**src/rtl/softex_tcdm_aligner_if.sv**
```systemverilog
// Bus bundle between the softex streamer (wide HCI side), the aligner and the
// MP narrow TCDM ports. Signal names carry the aligner's point of view
// (_i = into the aligner, _o = out of the aligner).
//   slave  : the aligner itself
//   master : the environment (streamer + TCDM interconnect)
// Wide side : req/gnt, add, wen, be, data, id, r_valid/r_ready/r_data/r_id
// TCDM side : per-port req/gnt/add/wen/be/data and r_ready/r_valid/r_data
interface softex_tcdm_aligner_if #(
  parameter int unsigned MP   = 4,
  parameter int unsigned ID_W = 8
) ();
  logic                req_i;
  logic                gnt_o;
  logic [31:0]         add_i;
  logic                wen_i;
  logic [4*MP-1:0]     be_i;
  logic [32*MP-1:0]    data_i;
  logic [ID_W-1:0]     id_i;
  logic                r_valid_o;
  logic                r_ready_i;
  logic [32*MP-1:0]    r_data_o;
  logic [ID_W-1:0]     r_id_o;

  logic [MP-1:0]       tcdm_req_o;
  logic [MP-1:0]       tcdm_gnt_i;
  logic [MP*32-1:0]    tcdm_add_o;
  logic [MP-1:0]       tcdm_wen_o;
  logic [MP*4-1:0]     tcdm_be_o;
  logic [MP*32-1:0]    tcdm_data_o;
  logic [MP-1:0]       tcdm_r_ready_o;
  logic [MP*32-1:0]    tcdm_r_data_i;
  logic [MP-1:0]       tcdm_r_valid_i;

  modport slave (
    input  req_i, add_i, wen_i, be_i, data_i, id_i, r_ready_i,
           tcdm_gnt_i, tcdm_r_data_i, tcdm_r_valid_i,
    output gnt_o, r_valid_o, r_data_o, r_id_o,
           tcdm_req_o, tcdm_add_o, tcdm_wen_o, tcdm_be_o, tcdm_data_o, tcdm_r_ready_o
  );

  modport master (
    output req_i, add_i, wen_i, be_i, data_i, id_i, r_ready_i,
           tcdm_gnt_i, tcdm_r_data_i, tcdm_r_valid_i,
    input  gnt_o, r_valid_o, r_data_o, r_id_o,
           tcdm_req_o, tcdm_add_o, tcdm_wen_o, tcdm_be_o, tcdm_data_o, tcdm_r_ready_o
  );
endinterface

```
**src/rtl/softex_tcdm_aligner.sv**
```systemverilog
// Splits one wide HCI request into MP 32-bit TCDM requests, tracks per-port
// grants until every port has been granted, and realigns the per-port read
// responses into one wide response beat. A credit counter bounds outstanding
// wide transactions so the per-port response FIFOs cannot overflow.
// Ports:
//   clk_i, rst_ni (async, active low), clear_i (sync soft clear)
//   bus    : softex_tcdm_aligner_if.slave (wide side + TCDM side)
//   busy_o : outstanding work present
//   err_o  : sticky, a response was pushed into a full FIFO
//
// state   | meaning
// IDLE    | no port of the current wide request granted yet
// PARTIAL | some ports granted, waiting for the rest
module softex_tcdm_aligner #(
  parameter int unsigned MP         = 4,
  parameter int unsigned RESP_DEPTH = 2,
  parameter int unsigned ID_W       = 8
) (
  input  logic                  clk_i,
  input  logic                  rst_ni,
  input  logic                  clear_i,
  softex_tcdm_aligner_if.slave  bus,
  output logic                  busy_o,
  output logic                  err_o
);
  localparam int unsigned PTR_W = (RESP_DEPTH > 1) ? $clog2(RESP_DEPTH) : 1;
  localparam int unsigned CNT_W = $clog2(RESP_DEPTH + 1);
  localparam logic [CNT_W-1:0] DEPTH_C  = CNT_W'(RESP_DEPTH);
  localparam logic [PTR_W-1:0] LAST_PTR = PTR_W'(RESP_DEPTH - 1);

  typedef enum logic {IDLE = 1'b0, PARTIAL = 1'b1} state_e;

  state_e            state_q, state_d;
  logic [MP-1:0]     gm_q, gm_d;
  logic [CNT_W-1:0]  count_q, count_d;
  logic              err_q, err_d;

  logic [31:0]       dmem_q [MP][RESP_DEPTH];
  logic [31:0]       dmem_d [MP][RESP_DEPTH];
  logic [PTR_W-1:0]  dwptr_q [MP], dwptr_d [MP];
  logic [PTR_W-1:0]  drptr_q [MP], drptr_d [MP];
  logic [CNT_W-1:0]  dcnt_q  [MP], dcnt_d  [MP];

  // The id FIFO occupancy always equals count_q, so it needs no counter.
  logic [ID_W-1:0]   idmem_q [RESP_DEPTH], idmem_d [RESP_DEPTH];
  logic [PTR_W-1:0]  id_wptr_q, id_wptr_d, id_rptr_q, id_rptr_d;

  logic              can_issue, done, gnt, r_valid, pop;
  logic [MP-1:0]     tcdm_req, new_gnt, fifo_nempty, push_ok, drop;

  function automatic logic [PTR_W-1:0] ptr_inc(input logic [PTR_W-1:0] p);
    return (p == LAST_PTR) ? '0 : p + PTR_W'(1);
  endfunction

  always_comb begin
    can_issue = (count_q < DEPTH_C);
    tcdm_req  = {MP{bus.req_i & can_issue}} & ~gm_q;
    new_gnt   = tcdm_req & bus.tcdm_gnt_i;
    done      = &(gm_q | new_gnt);
    gnt       = bus.req_i & can_issue & done;
    for (int i = 0; i < MP; i++) fifo_nempty[i] = (dcnt_q[i] != '0);
    r_valid   = &fifo_nempty;
    pop       = r_valid & bus.r_ready_i;
  end

  always_comb begin
    state_d   = state_q;
    gm_d      = gm_q;
    count_d   = count_q;
    err_d     = err_q;
    dmem_d    = dmem_q;
    dwptr_d   = dwptr_q;
    drptr_d   = drptr_q;
    dcnt_d    = dcnt_q;
    idmem_d   = idmem_q;
    id_wptr_d = id_wptr_q;
    id_rptr_d = id_rptr_q;
    push_ok   = '0;
    drop      = '0;

    if (gnt) begin
      gm_d    = '0;
      state_d = IDLE;
    end else begin
      gm_d    = gm_q | new_gnt;
      state_d = (gm_d != '0) ? PARTIAL : IDLE;
    end

    count_d = count_q + CNT_W'(gnt) - CNT_W'(pop);

    if (gnt) begin
      idmem_d[id_wptr_q] = bus.id_i;
      id_wptr_d          = ptr_inc(id_wptr_q);
    end
    if (pop) id_rptr_d = ptr_inc(id_rptr_q);

    for (int i = 0; i < MP; i++) begin
      // A full FIFO still accepts a push when its head leaves in the same cycle.
      drop[i]    = bus.tcdm_r_valid_i[i] & (dcnt_q[i] == DEPTH_C) & ~pop;
      push_ok[i] = bus.tcdm_r_valid_i[i] & ~drop[i];
      if (push_ok[i]) begin
        dmem_d[i][dwptr_q[i]] = bus.tcdm_r_data_i[32*i +: 32];
        dwptr_d[i]            = ptr_inc(dwptr_q[i]);
      end
      if (pop) drptr_d[i] = ptr_inc(drptr_q[i]);
      dcnt_d[i] = dcnt_q[i] + CNT_W'(push_ok[i]) - CNT_W'(pop);
    end

    err_d = err_q | (|drop);

    if (clear_i) begin
      state_d   = IDLE;
      gm_d      = '0;
      count_d   = '0;
      err_d     = 1'b0;
      dwptr_d   = '{default: '0};
      drptr_d   = '{default: '0};
      dcnt_d    = '{default: '0};
      id_wptr_d = '0;
      id_rptr_d = '0;
    end
  end

  always_ff @(posedge clk_i or negedge rst_ni) begin
    if (!rst_ni) begin
      state_q   <= IDLE;
      gm_q      <= '0;
      count_q   <= '0;
      err_q     <= 1'b0;
      dwptr_q   <= '{default: '0};
      drptr_q   <= '{default: '0};
      dcnt_q    <= '{default: '0};
      id_wptr_q <= '0;
      id_rptr_q <= '0;
    end else begin
      state_q   <= state_d;
      gm_q      <= gm_d;
      count_q   <= count_d;
      err_q     <= err_d;
      dwptr_q   <= dwptr_d;
      drptr_q   <= drptr_d;
      dcnt_q    <= dcnt_d;
      id_wptr_q <= id_wptr_d;
      id_rptr_q <= id_rptr_d;
    end
  end

  // Storage is only ever read through valid pointers, so it needs no reset.
  always_ff @(posedge clk_i) begin
    dmem_q  <= dmem_d;
    idmem_q <= idmem_d;
  end

  for (genvar i = 0; i < MP; i++) begin : g_port
    assign bus.tcdm_add_o[32*i +: 32] = bus.add_i + 32'(4 * i);
    assign bus.r_data_o[32*i +: 32]   = dmem_q[i][drptr_q[i]];
  end

  assign bus.gnt_o          = gnt;
  assign bus.tcdm_req_o     = tcdm_req;
  assign bus.tcdm_wen_o     = {MP{bus.wen_i}};
  assign bus.tcdm_be_o      = bus.be_i;
  assign bus.tcdm_data_o    = bus.data_i;
  assign bus.tcdm_r_ready_o = {MP{1'b1}};
  assign bus.r_valid_o      = r_valid;
  assign bus.r_id_o         = idmem_q[id_rptr_q];
  assign busy_o             = (state_q != IDLE) | (count_q != '0) | bus.req_i;
  assign err_o              = err_q;

  // Once any port is granted, the wide request must stay up until it completes.
  a_req_held: assert property (@(posedge clk_i) disable iff (!rst_ni || clear_i)
                               (state_q == PARTIAL) |-> bus.req_i);
endmodule
```
**src/flat_wrapper.sv**
```systemverilog
// flat-port wrapper written by rule: the top's interface ports become plain ports
module softex_tcdm_aligner_flat 
#(
  parameter int unsigned MP         = 4,
  parameter int unsigned RESP_DEPTH = 2,
  parameter int unsigned ID_W       = 8
)
  (clk_i, rst_ni, clear_i, busy_o, err_o, bus_req_i, bus_add_i, bus_wen_i, bus_be_i, bus_data_i, bus_id_i, bus_r_ready_i, bus_tcdm_gnt_i, bus_tcdm_r_data_i, bus_tcdm_r_valid_i, bus_gnt_o, bus_r_valid_o, bus_r_data_o, bus_r_id_o, bus_tcdm_req_o, bus_tcdm_add_o, bus_tcdm_wen_o, bus_tcdm_be_o, bus_tcdm_data_o, bus_tcdm_r_ready_o);
  softex_tcdm_aligner_if #(.MP(MP), .ID_W(ID_W)) bus_i ();
  input  logic clk_i;
  input  logic rst_ni;
  input  logic clear_i;
  output logic busy_o;
  output logic err_o;
  input wire logic [$bits(bus_i.req_i)-1:0] bus_req_i;
  input wire logic [$bits(bus_i.add_i)-1:0] bus_add_i;
  input wire logic [$bits(bus_i.wen_i)-1:0] bus_wen_i;
  input wire logic [$bits(bus_i.be_i)-1:0] bus_be_i;
  input wire logic [$bits(bus_i.data_i)-1:0] bus_data_i;
  input wire logic [$bits(bus_i.id_i)-1:0] bus_id_i;
  input wire logic [$bits(bus_i.r_ready_i)-1:0] bus_r_ready_i;
  input wire logic [$bits(bus_i.tcdm_gnt_i)-1:0] bus_tcdm_gnt_i;
  input wire logic [$bits(bus_i.tcdm_r_data_i)-1:0] bus_tcdm_r_data_i;
  input wire logic [$bits(bus_i.tcdm_r_valid_i)-1:0] bus_tcdm_r_valid_i;
  output wire logic [$bits(bus_i.gnt_o)-1:0] bus_gnt_o;
  output wire logic [$bits(bus_i.r_valid_o)-1:0] bus_r_valid_o;
  output wire logic [$bits(bus_i.r_data_o)-1:0] bus_r_data_o;
  output wire logic [$bits(bus_i.r_id_o)-1:0] bus_r_id_o;
  output wire logic [$bits(bus_i.tcdm_req_o)-1:0] bus_tcdm_req_o;
  output wire logic [$bits(bus_i.tcdm_add_o)-1:0] bus_tcdm_add_o;
  output wire logic [$bits(bus_i.tcdm_wen_o)-1:0] bus_tcdm_wen_o;
  output wire logic [$bits(bus_i.tcdm_be_o)-1:0] bus_tcdm_be_o;
  output wire logic [$bits(bus_i.tcdm_data_o)-1:0] bus_tcdm_data_o;
  output wire logic [$bits(bus_i.tcdm_r_ready_o)-1:0] bus_tcdm_r_ready_o;
  assign bus_i.req_i = bus_req_i;
  assign bus_i.add_i = bus_add_i;
  assign bus_i.wen_i = bus_wen_i;
  assign bus_i.be_i = bus_be_i;
  assign bus_i.data_i = bus_data_i;
  assign bus_i.id_i = bus_id_i;
  assign bus_i.r_ready_i = bus_r_ready_i;
  assign bus_i.tcdm_gnt_i = bus_tcdm_gnt_i;
  assign bus_i.tcdm_r_data_i = bus_tcdm_r_data_i;
  assign bus_i.tcdm_r_valid_i = bus_tcdm_r_valid_i;
  assign bus_gnt_o = bus_i.gnt_o;
  assign bus_r_valid_o = bus_i.r_valid_o;
  assign bus_r_data_o = bus_i.r_data_o;
  assign bus_r_id_o = bus_i.r_id_o;
  assign bus_tcdm_req_o = bus_i.tcdm_req_o;
  assign bus_tcdm_add_o = bus_i.tcdm_add_o;
  assign bus_tcdm_wen_o = bus_i.tcdm_wen_o;
  assign bus_tcdm_be_o = bus_i.tcdm_be_o;
  assign bus_tcdm_data_o = bus_i.tcdm_data_o;
  assign bus_tcdm_r_ready_o = bus_i.tcdm_r_ready_o;
  softex_tcdm_aligner #(.MP(MP), .RESP_DEPTH(RESP_DEPTH), .ID_W(ID_W)) u_core (.clk_i(clk_i), .rst_ni(rst_ni), .clear_i(clear_i), .bus(bus_i), .busy_o(busy_o), .err_o(err_o));
endmodule
```
**config.mk**
```make
export PLATFORM = sky130hd
export DESIGN_NAME = softex_tcdm_aligner_flat
export DESIGN_NICKNAME = d
export VERILOG_FILES = /design/src/rtl/softex_tcdm_aligner_if.sv /design/src/rtl/softex_tcdm_aligner.sv /design/src/flat_wrapper.sv
export SDC_FILE = /design/constraint.sdc
export NUM_CORES = 1
export LEC_CHECK = 0
export ABC_AREA = 1
export CAP_MARGIN = 25
export CORE_AREA = 2 2 291 293
export DETAILED_ROUTE_END_ITERATION = 7
export DIE_AREA = 0 0 293 295
export GPL_TIMING_DRIVEN = 0
export RECOVER_POWER = 50
export SLEW_MARGIN = 20
export SYNTH_ARGS = -nofsm -noshare
export SYNTH_HDL_FRONTEND = slang
export SYNTH_SLANG_ARGS = --single-unit
```
**constraint.sdc**
```tcl
create_clock -name clk_i -period 3.85 [get_ports clk_i]
set_input_delay 0.5775 -clock clk_i [delete_from_list [all_inputs] [get_ports clk_i]]
set_output_delay 0.5775 -clock clk_i [all_outputs]
set_load 0.01 [all_outputs]
```
==> run metrics, run 1 <==
ys async rst share 0.0872; clock network power share 0.410; post-synthesis cell area 14500 um^2; Seq cells post-synth about 300; Vias 11.9k; Setup CP Type input pin to primary output; Congestion Overflow GR 0; Hold Path Class input pin to async pin; Core Area about 83000 um^2; multi-input gate area in the final layout around 3800 um^2; EDFF count, synth 272; CTS tree done; CP required between 3 and 4 ns; wire per inst around 21 um; Reg-to-Reg Start u_core.count_q[1]; Worst Setup End Kind primary output; Design Area, Final 23400 um^2; initial antenna violation count 31; number of global-route vias before repair approximately 12k; VDD IR max 0.362 mV; worst-path cell chain clkdlybuf4s50_1, ha_1, inv_1, nor2_1, nand2_2, nor2_1, xor2_1, clkdlybuf4s50_1; antenna-violating nets left 0; violated checks capacitance limit, slew limit; R2R cell count 5; CTS sink cnt approximately 300; Final Skew 0.0461 ns; slowest CP cell clkdlybuf4s50_1; Syn Area/Cell 10.2 um^2; Critical Path Start Type input pin; Cell variety after synth 30; clk buf depth 3; fillers about 8.7k; H-tree depth 2; prevailing post-synth register cell edfxtp_1; Simple-Gate Fraction of Synth Area 0.196; critical path fanouts, max 5; Rel. slew slack -0.101; drt via density roughly 3.7; die height just under 300 um; Net Sw Power 0.00235 W; Reg clk slew, reported paths around 0.07 ns; Pwr Density about 400 nW/um^2; crit path time final around 3.7 ns; Storage cell area ~8800 um^2; # Max-Cap Violations 1; max incr delay on CP about 0.60 ns; Seq/Total Area, Yosys 0.607; hpwl dp about 54000 um; Tightest Pin Transition 1.65 ns; worst hold slack roughly 0.44 ns; Die W between 200 and 300 um; pin count of the biggest net entering global routing 27; RSZ-0062 raised after global routing true; share of power burned in registers 0.413; Die Area 86400 um^2; largest family of logic cells by synthesized area simple AND/OR/NAND/NOR gates; post-synthesis mux area share 0; Final #Nets about 2.4k; Synth Area in Adders 0.0121; area share of the largest cell type after synthesis 0.562; WL final approximately 66000 um; FF-to-FF End u_core.idmem_q[2]; switch share 0.254; Final period util 0.968; static leakage 9.57 nW; synthesis-to-layout area growth 61.0%; CP arrival between 3 and 4 ns; CTS buffer count 38; Hold Buf Count CTS 0; Placed Area ~22000 um^2; CTS Root Cell clkbuf_16; area leader, netlist edfxtp_1; internal power 0.00690 W; Row Count ~110; worst-skew pair later-pin latency about 0.56 ns; # DRC 0; final hold vios 0; GRT Total Usage 0.145; Synth Area in XOR/XNOR 0.0404; first-pass GRT wire length 87300 um; Ys Warns 0; final setup fails 0; port bufs 588; post-synthesis compound-gate area fraction 0.00792; 1st-iter DRT viols just under 400; Final Slew Violations 27; run status finished with violations; Synth area leaders edfxtp_1 (56%), nand2_1 (14%), buf_4 (10%); DR pass1 iterations 6; R2R Setup Slk around 1.3 ns; initial core utilization 0.175; Post-Syn Instances 1429; GPL Wtd Cong about 0.95; Fmax achieved 0.268 GHz; Ports 750; layout cell share with drive strength beyond 1 0.152; Logic pwr share 0.177
## area by class of cell
| cell class | instances | share of cell area |
|---|---|---|
| diodes | 16 | 0.00171 |
| multi-input cells | 800 | 0.161 |
| repair buffers | 599 | 0.260 |
| inverters | 101 | 0.0164 |
| flip-flops and latches | 298 | 0.377 |
| clock inverters | 28 | 0.0156 |
| plain buffers | 233 | 0.0689 |
| well taps | 1080 | 0.0578 |
| clock buffers | 41 | 0.0411 |
## cell usage in the layout (no fill, tap or decap), types with 2 or more instances in the layout
| master | Yosys | routed |
|---|---|---|
| and3_1 | 5 | 5 |
| buf_12 | 0 | 5 |
| buf_16 | 0 | 3 |
| buf_2 | 5 | 5 |
| buf_4 | 194 | 197 |
| bufinv_16 | 0 | 7 |
| clkbuf_1 | 31 | 35 |
| clkbuf_16 | 0 | 38 |
| clkbuf_2 | 3 | 3 |
| clkdlybuf4s50_1 | 0 | 281 |
| clkinv_1 | 7 | 13 |
| clkinv_2 | 0 | 4 |
| clkinv_4 | 0 | 2 |
| clkinvlp_4 | 0 | 4 |
| conb_1 | 1 | 4 |
| dfrtp_1 | 26 | 26 |
| diode_2 | 0 | 16 |
| dlygate4sd3_1 | 0 | 303 |
| edfxtp_1 | 272 | 272 |
| ha_1 | 14 | 14 |
| inv_1 | 87 | 86 |
| inv_2 | 7 | 7 |
| inv_6 | 0 | 5 |
| nand2_1 | 529 | 530 |
| nand2_2 | 10 | 9 |
| nand3_1 | 45 | 45 |
| nand3_2 | 3 | 3 |
| nand4_1 | 8 | 9 |
| nor2_1 | 65 | 59 |
| nor2_2 | 13 | 13 |
| nor2_4 | 5 | 11 |
| nor3_1 | 4 | 3 |
| nor3_4 | 2 | 2 |
| o21ai_0 | 16 | 16 |
| o21ai_1 | 6 | 6 |
| xnor2_1 | 17 | 17 |
| xor2_1 | 50 | 50 |
## flip-flops by register name, summed over array words and instances, names as in the netlist, 2 cells and up
name            count
u_core.dwptr_q      4
u_core.dcnt_q       8
u_core.drptr_q      4
u_core.count_q      2
u_core.idmem_q     16
u_core.gm_q         4
u_core.dmem_q     256
## per-layer routing
metal	share of wire	GRT usage
met1	0.33	0.135
met2	0.51	0.265
met3	0.11	0.0662
met4	0.050	0.0703
met5	0.0023	0
## synthesized netlist by cell type (6+ instances only)
library cell	instances
nand2_1	529
edfxtp_1	272
buf_4	194
inv_1	87
nor2_1	65
xor2_1	50
nand3_1	45
clkbuf_1	31
dfrtp_1	26
xnor2_1	17
o21ai_0	16
ha_1	14
nor2_2	13
nand2_2	10
nand4_1	8
clkinv_1	7
inv_2	7
o21ai_1	6
## critical path: cells and delay by family
| kind | cells | cell delay, ns |
|---|---|---|
| xor+xnor | 1 | 0.26 |
| simple gates | 3 | 0.67 |
| fa+ha+maj | 1 | 0.36 |
| buf+inv | 3 | 1.29 |
## metrics by stage
stage,setup slack [ns],util,instances,power [W],setup TNS (ns)
after detailed placement,-0.161,0.265,3108,0.00562,-1.89
after global placement,-1.12,0.262,3100,0.00558,-160.22
after global routing,-0.00205,0.281,3189,0.00965,-0.00205
after CTS,0.0278,0.281,3177,0.00950,0
final,0.124,0.281,3196,0.00925,0
after floorplan,1.11,-,1432,0.00453,0
## logic make-up (layout without fill, tap and decap cells)
family                   Yosys count  count (layout)
AO/OA/AOI/OAI                     23              23
other                              1              20
AND/OR/NAND/NOR                  692             692
adder cells (fa/ha/maj)           14              14
buffers and inverters            334            1002
XOR/XNOR                          67              67
flip-flops                       298             298
## worst max-delay path by stage
stage                        startpoint                   to  slack [ns]
final                      bus_add_i[3]   bus_tcdm_add_o[46]        0.12
after global placement    bus_r_ready_i   u_core.dmem_q[237]       -1.12
after floorplan           bus_r_ready_i     u_core.dmem_q[0]        1.11
after global routing       bus_add_i[3]   bus_tcdm_add_o[60]      -0.002
after detailed placement   bus_add_i[4]  bus_tcdm_add_o[119]       -0.16
after CTS                  bus_add_i[3]  bus_tcdm_add_o[119]        0.03
## timing repair
item / 4_1_cts / 5_1_grt
setup endpoints to repair: 37 / 9
endpoints found under the hold margin: 0 / 0
buffers inserted: 0 / 3
gates resized for setup: 3 / 6
## power groups by stage
stage,combinational (W),clock [W],sequential (W)
after global placement,0.00168,0,0.00390
final,0.00164,0.00379,0.00382
after CTS,0.00174,0.00393,0.00382
after floorplan,0.000644,0,0.00388
after global routing,0.00176,0.00405,0.00384
after detailed placement,0.00173,0,0.00389
Note: power is estimated with default switching activity, not from simulation.
==> run 2: changes to the inputs <==
--- a/config.mk
+++ b/config.mk
@@ -11,6 +11,7 @@
 export DETAILED_ROUTE_END_ITERATION = 7
 export DIE_AREA = 0 0 293 295
 export GPL_TIMING_DRIVEN = 0
+export PLACE_DENSITY_LB_ADDON = 0.1
 export RECOVER_POWER = 50
 export SLEW_MARGIN = 20
 export SYNTH_ARGS = -nofsm -noshare
==> constraint.sdc (replaced) <==
create_clock -name clk_i -period 4.6 [get_ports clk_i]
set_input_delay 0.69 -clock clk_i [delete_from_list [all_inputs] [get_ports clk_i]]
set_output_delay 0.69 -clock clk_i [all_outputs]
set_load 0.01 [all_outputs]
==> run 2 against run 1 <==
  * The flow still finishes with violations (capacitance limit, slew limit)
  * Utilization is 0.26 points lower
  * First-iteration DRC count is 8.5% lower
  * Via count is 1.4% lower
  * Register-to-register slack better by 0.40 ns
==> run metrics, run 2 (synthesis gave the netlist of run 1 again) <==
Biggest register u_core.dmem_q; # Max-Cap Violations 2; WL met1 21100 um; setup ws final about 0.55 ns; Die W 293 um; violated checks capacitance limit, slew limit; total negative slack 0 ns; number of global-route vias before repair 12.2k; DR top layer met5; synthesis-to-layout area growth 59.5%; Critical Path Start Type input pin; drt via density 3.68; GPL Wtd Cong 0.908; Reg clk slew, reported paths about 0.060 ns; Finished Core Util 0.279; R2R Setup Slk approximately 1.7 ns; wire per inst ~18 um; antenna-violating nets left 0; Ports between 700 and 800; Met3 Routed Length between 6000 and 7000 um; critical path fanouts, max 5; Vias 11.7k; crit path time final around 4.1 ns; Hold Buf Count CTS 0; Worst Setup End Kind primary output; worst-skew pair later-pin latency around 0.54 ns; port bufs between 500 and 600; H-tree depth 2; Final Slew Violations 40; metal2 WL slightly below 30000 um; die height a little under 300 um; static leakage between 9 and 10 nW; CTS buffer count 36; clk buf depth 3; Largest regs u_core.dmem_q x256, u_core.idmem_q x16, u_core.dcnt_q x8; commonest non-fill, non-tap cell in the layout nand2_1; Final period util 0.881; fillers a little under 9k; CP required ~3.9 ns; max incr delay on CP about 0.59 ns; initial core utilization 0.175; GRT Total Usage 0.129; Core Area 83200 um^2; final hold vios 0; run status finished with violations; VDD IR max 0.243 mV; CTS tree done; Tightest Pin Transition roughly 1.7 ns; layout cell share with drive strength beyond 1 0.145; Fmax achieved 0.247 GHz; slowest CP cell clkdlybuf4s50_1; worst-path cell chain clkdlybuf4s50_1, inv_1, ha_1, nor2_1, nand2_1, inv_1, nand2_2, xor2_1, clkdlybuf4s50_1; Row Count 106; CP arrival around 3.4 ns; first-pass GRT wire length 82300 um; Final Skew 0.0396 ns; DR pass1 iterations 4; Final #Nets 2406; Setup CP Type input pin to primary output; Hold Path Class flop to flop; commonest cells after routing, fill and taps aside nand2_1 (530), dlygate4sd3_1 (304), clkdlybuf4s50_1 (282), edfxtp_1 (272), buf_4 (194); final setup fails 0; Place WS around 0.18 ns; RSZ-0062 raised after global routing false; pin count of the biggest net entering global routing 27; Rel. slew slack -0.121; Die Area about 86000 um^2; # DRC 0; WL final a little under 60000 um; worst hold slack 0.538 ns; CTS sink cnt a little under 300; 1st-iter DRT viols 353; hpwl dp ~47000 um; CTS Root Cell clkbuf_16; max FFs per register 256; Congestion Overflow GR 0; initial antenna violation count 30; Pwr Density between 300 and 400 nW/um^2
run 2: changes by cell type in the layout (fill, tap and decap cells not counted), moves of 2 or more:
cell / before / now
clkbuf_16: 38 / 36
clkbuf_1: 35 / 42
clkinv_1: 13 / 10
bufinv_16: 7 / 4
clkinv_4: 2 / 0
inv_6: 5 / 1
buf_4: 197 / 194
buf_16: 3 / 5
diode_2: 16 / 8
buf_12: 5 / 3
run 2: repair_timing:
item | in CTS | in global routing
gates resized for setup | 0 | 1
hold endpoints to repair | 0 | 0
endpoints found under the setup margin | 0 | 1
setup buffers | 0 | 0
run 2: where the power goes:
| part | switching [W] | internal [W] | leakage (nW) |
|---|---|---|---|
| logic | 0.000643 | 0.000692 | 6.04 |
| registers | 0.0000433 | 0.00315 | 2.89 |
| clock network | 0.00112 | 0.00168 | 0.547 |
| total | 0.00181 | 0.00552 | 9.48 |
run 2: path summary, 6_finish.rpt:
check	from	end	cells past startpoint
setup / recovery	bus_add_i[3]	bus_tcdm_add_o[118]	9
hold / removal	u_core.dwptr_q[0]	u_core.dwptr_q[0]	2
min in group asynchronous	rst_ni	u_core.gm_q[3]	1
setup reg to reg	u_core.dcnt_q[1]	u_core.dmem_q[255]	7
max in group asynchronous	rst_ni	u_core.drptr_q[3]	1
hold reg to reg	u_core.dwptr_q[0]	u_core.dwptr_q[0]	2
run 2: cell type report:
type                       count  area, um^2  share of cell area
buffer                       233        1610              0.0696
inverter                     101         379              0.0164
clock buffer                  46         938              0.0405
clock inverter                17         213             0.00918
sequential                   298        8820               0.380
antenna                        8        20.0            0.000864
tap                         1080        1350              0.0583
multi-input combinational    800        3770               0.162
timing repair buffer         596        6080               0.262
run 2: metrics by stage:
step | cell area (um^2) | power (W) | instances
after global routing | 23200 | 0.00771 | 3172
final | 23200 | 0.00733 | 3179
after CTS | 23200 | 0.00759 | 3171
after global placement | 21800 | 0.00464 | 3100
after detailed placement | 22000 | 0.00468 | 3108
after floorplan | 14500 | 0.00379 | 1432
run 2: worst max-delay path: cells and delay by family:
family,cells,cell delay [ns]
xor+xnor,1,0.22
buf+inv,4,1.48
simple gates,3,0.68
fa+ha+maj,1,0.28
run 2: layer usage:
layer / vias up / global-route usage
li1: 5689 / -
met1: 5433 / 0.134
met2: 444 / 0.235
met3: 95 / 0.0623
met4: 34 / 0.0291
met5: - / 0.00554
==> run 3: changes to the inputs <==
--- a/config.mk
+++ b/config.mk
@@ -5,11 +5,11 @@
 export SDC_FILE = /design/constraint.sdc
 export NUM_CORES = 1
 export LEC_CHECK = 0
-export ABC_AREA = 1
+export ABC_AREA = 0
 export CAP_MARGIN = 25
-export CORE_AREA = 2 2 291 293
+export CORE_AREA = 2 2 289 291
 export DETAILED_ROUTE_END_ITERATION = 7
-export DIE_AREA = 0 0 293 295
+export DIE_AREA = 0 0 291 293
 export GPL_TIMING_DRIVEN = 0
 export PLACE_DENSITY_LB_ADDON = 0.1
 export RECOVER_POWER = 50
==> run 3 against run 2 <==
  * The run still ends with capacitance limit, slew limit left
  * Synthesized area fell by 1.0%
  * Combinational power rose by 20%
  * Fmax fell by 9.1%
  * Routed wire length fell by 6.2%
  * Final cell count fell by 14%
  * Worst hold slack got worse by 0.36 ns
  * Critical path depth fell by 1
==> run metrics, run 3 <==
run status finished with violations; violated checks capacitance limit, slew limit; most common cell in the netlist edfxtp_1; Cell variety after synth 38; Row Count ~110; setup ws final between 0.1 and 0.15 ns; Die Area about 85000 um^2; Post-Syn Instances 1008; Final Skew 0.0294 ns; die height 293 um; H-tree depth 2; CTS buffer count 36; GPL Wtd Cong 0.838; EDFF count, synth approximately 270; CTS tree done; CTS Root Cell clkbuf_16; commonest cells after routing, fill and taps aside dlygate4sd3_1 (319), edfxtp_1 (272), clkdlybuf4s50_1 (252), buf_4 (204), mux2_2 (136); area leader, netlist edfxtp_1; Rel. slew slack -0.342; RSZ-0062 raised after global routing false; GRT Total Usage 0.123; Tightest Pin Transition roughly 2.0 ns; Final period util 0.970; Pwr Density 337 nW/um^2; WL final 54700 um; Ports 750; Final #Nets approximately 2.0k; Hold Path Class input pin to async pin; final hold vios 0; crit path time final ~4.5 ns; port bufs 573; setup bufs post-CTS 0; CTS sink cnt a little under 300; pin count of the biggest net entering global routing 22; Core Area between 80000 and 90000 um^2; Biggest register u_core.dmem_q; Ys Warns 0; first-pass GRT wire length ~76000 um; layout cell share with drive strength beyond 1 0.267; Vias approximately 10k; Synth area leaders edfxtp_1 (57%), buf_4 (11%), mux2_2 (11%); Placed Area ~22000 um^2; # DRC 0; # Max-Cap Violations 1; CP arrival approximately 3.8 ns; worst-skew pair later-pin latency between 0.5 and 0.6 ns; max FFs per register 256; Largest regs u_core.dmem_q x256, u_core.idmem_q x16, u_core.dcnt_q x8; wire per inst between 20 and 25 um; VDD IR max approximately 0.30 mV; most frequent cells after synthesis edfxtp_1 (272), buf_4 (204), mux2_2 (136), xnor2_1 (70), nand2_1 (46); static leakage roughly 8.3 nW; Seq/Total Area, Yosys 0.613; Place WS -0.589 ns; Die W about 290 um; initial core utilization 0.176; Final Slew Violations 12; commonest non-fill, non-tap cell in the layout dlygate4sd3_1; Design Area, Final ~23000 um^2; critical path fanouts, max 9; Critical Path Start Type input pin; prevailing post-synth register cell edfxtp_1; Congestion Overflow GR 0; Fmax achieved approximately 0.22 GHz; CP required between 3 and 4 ns; area share of the largest cell type after synthesis 0.568; total negative slack 0 ns; final setup fails 0; number of global-route vias before repair 10.5k; ys async rst share 0.0872; hpwl dp 44100 um; 1st-iter DRT viols 282; synthesis-to-layout area growth 58.7%; Final Total Pwr 0.00770 W; initial antenna violation count 29; DR pass1 iterations 4; Syn Area/Cell approximately 14 um^2; Finished Core Util 0.279; clk buf depth 3; post-synthesis cell area roughly 14000 um^2; drt via density around 3.6; Worst Setup End Kind primary output; antenna-violating nets left 0; Setup CP Type input pin to primary output; Reg clk slew, reported paths ~0.06 ns; Seq cells post-synth approximately 300
==> run 3: cell types whose count changed in the layout (fill, tap and decap cells not counted), sizes merged, moves of 22 or more <==
cell,change
buf,+22
clkdlybuf4s50,-30
inv,-76
mux2,+136
nand2,-492
nand3,-36
nor2,-42
o21ai,-22
xnor2,+53
==> run 3: area by class of cell <==
| type | instances | area, um^2 |
|---|---|---|
| Sequential cell | 298 | 8820 |
| Clock buffer | 54 | 1040 |
| Timing Repair Buffer | 582 | 5910 |
| Multi-Input combinational cell | 456 | 3830 |
| Fill cell | 8436 | 59000 |
| Buffer | 237 | 1710 |
| Tap cell | 1070 | 1340 |
| Antenna cell | 4 | 10.0 |
| Inverter | 20 | 75.1 |
| Clock inverter | 12 | 104 |
==> run 3: logic make-up (layout without fill, tap and decap cells) <==
group,count (synthesis),count (layout),synth area share
AND/OR/NAND/NOR,176,176,0.0711
XOR/XNOR,103,103,0.0627
multiplexers,136,136,0.106
buffers and inverters,257,905,0.124
adder cells (fa/ha/maj),14,14,0.0122
AO/OA/AOI/OAI,23,23,0.0103
other,1,8,0.000261
flip-flops,298,298,0.613
==> run 3: power by group <==
group	internal [W]	switching, W
clock network	0.00163	0.00114
registers	0.00327	0.0000696
logic	0.000863	0.000735
==> run 3: stage by stage <==
stage	hold slack, ns	instances
after floorplan	0.394	1011
after CTS	0.0164	2729
after global placement	0.495	2654
after global routing	0.205	2730
after detailed placement	0.507	2663
final	0.175	2733
==> run 3: path summary, 6_finish.rpt <==
check | end | startpoint | cells after the start | slack [ns]
worst max-delay path | bus_tcdm_add_o[126] | bus_add_i[2] | 8 | 0.14
worst min-delay path | u_core.drptr_q[3] | rst_ni | 1 | 0.18
worst max register to register | u_core.dcnt_q[3] | u_core.dcnt_q[5] | 8 | 1.26
worst min register to register | u_core.err_o | u_core.err_o | 1 | 0.54
max in group asynchronous | u_core.drptr_q[1] | rst_ni | 2 | 3.15
min in group clk_i | u_core.err_o | u_core.err_o | 1 | 0.54
==> run 3: worst max-delay path: stages <==
cell and delay [ns]:
dlygate4sd2_1 0.65, inv_1 0.20, ha_1 0.29, nand3b_1 0.44, nor2_1 0.52, nand3_1 0.17, xnor2_1 0.22, clkdlybuf4s50_1 0.57
==> run 3: routing by layer <==
metal / global-route usage / vias to the layer above / part of all wire
met5: 0 / - / 0.0024
met2: 0.229 / 423 / 0.53
met3: 0.0604 / 98 / 0.10
li1: - / 4646 / -
met4: 0.0281 / 22 / 0.019
met1: 0.121 / 4723 / 0.34
==> run 3: repair_timing <==
action,CTS,global route
endpoints found under the setup margin,7,2
resized for setup,2,2
hold buffers,0,0
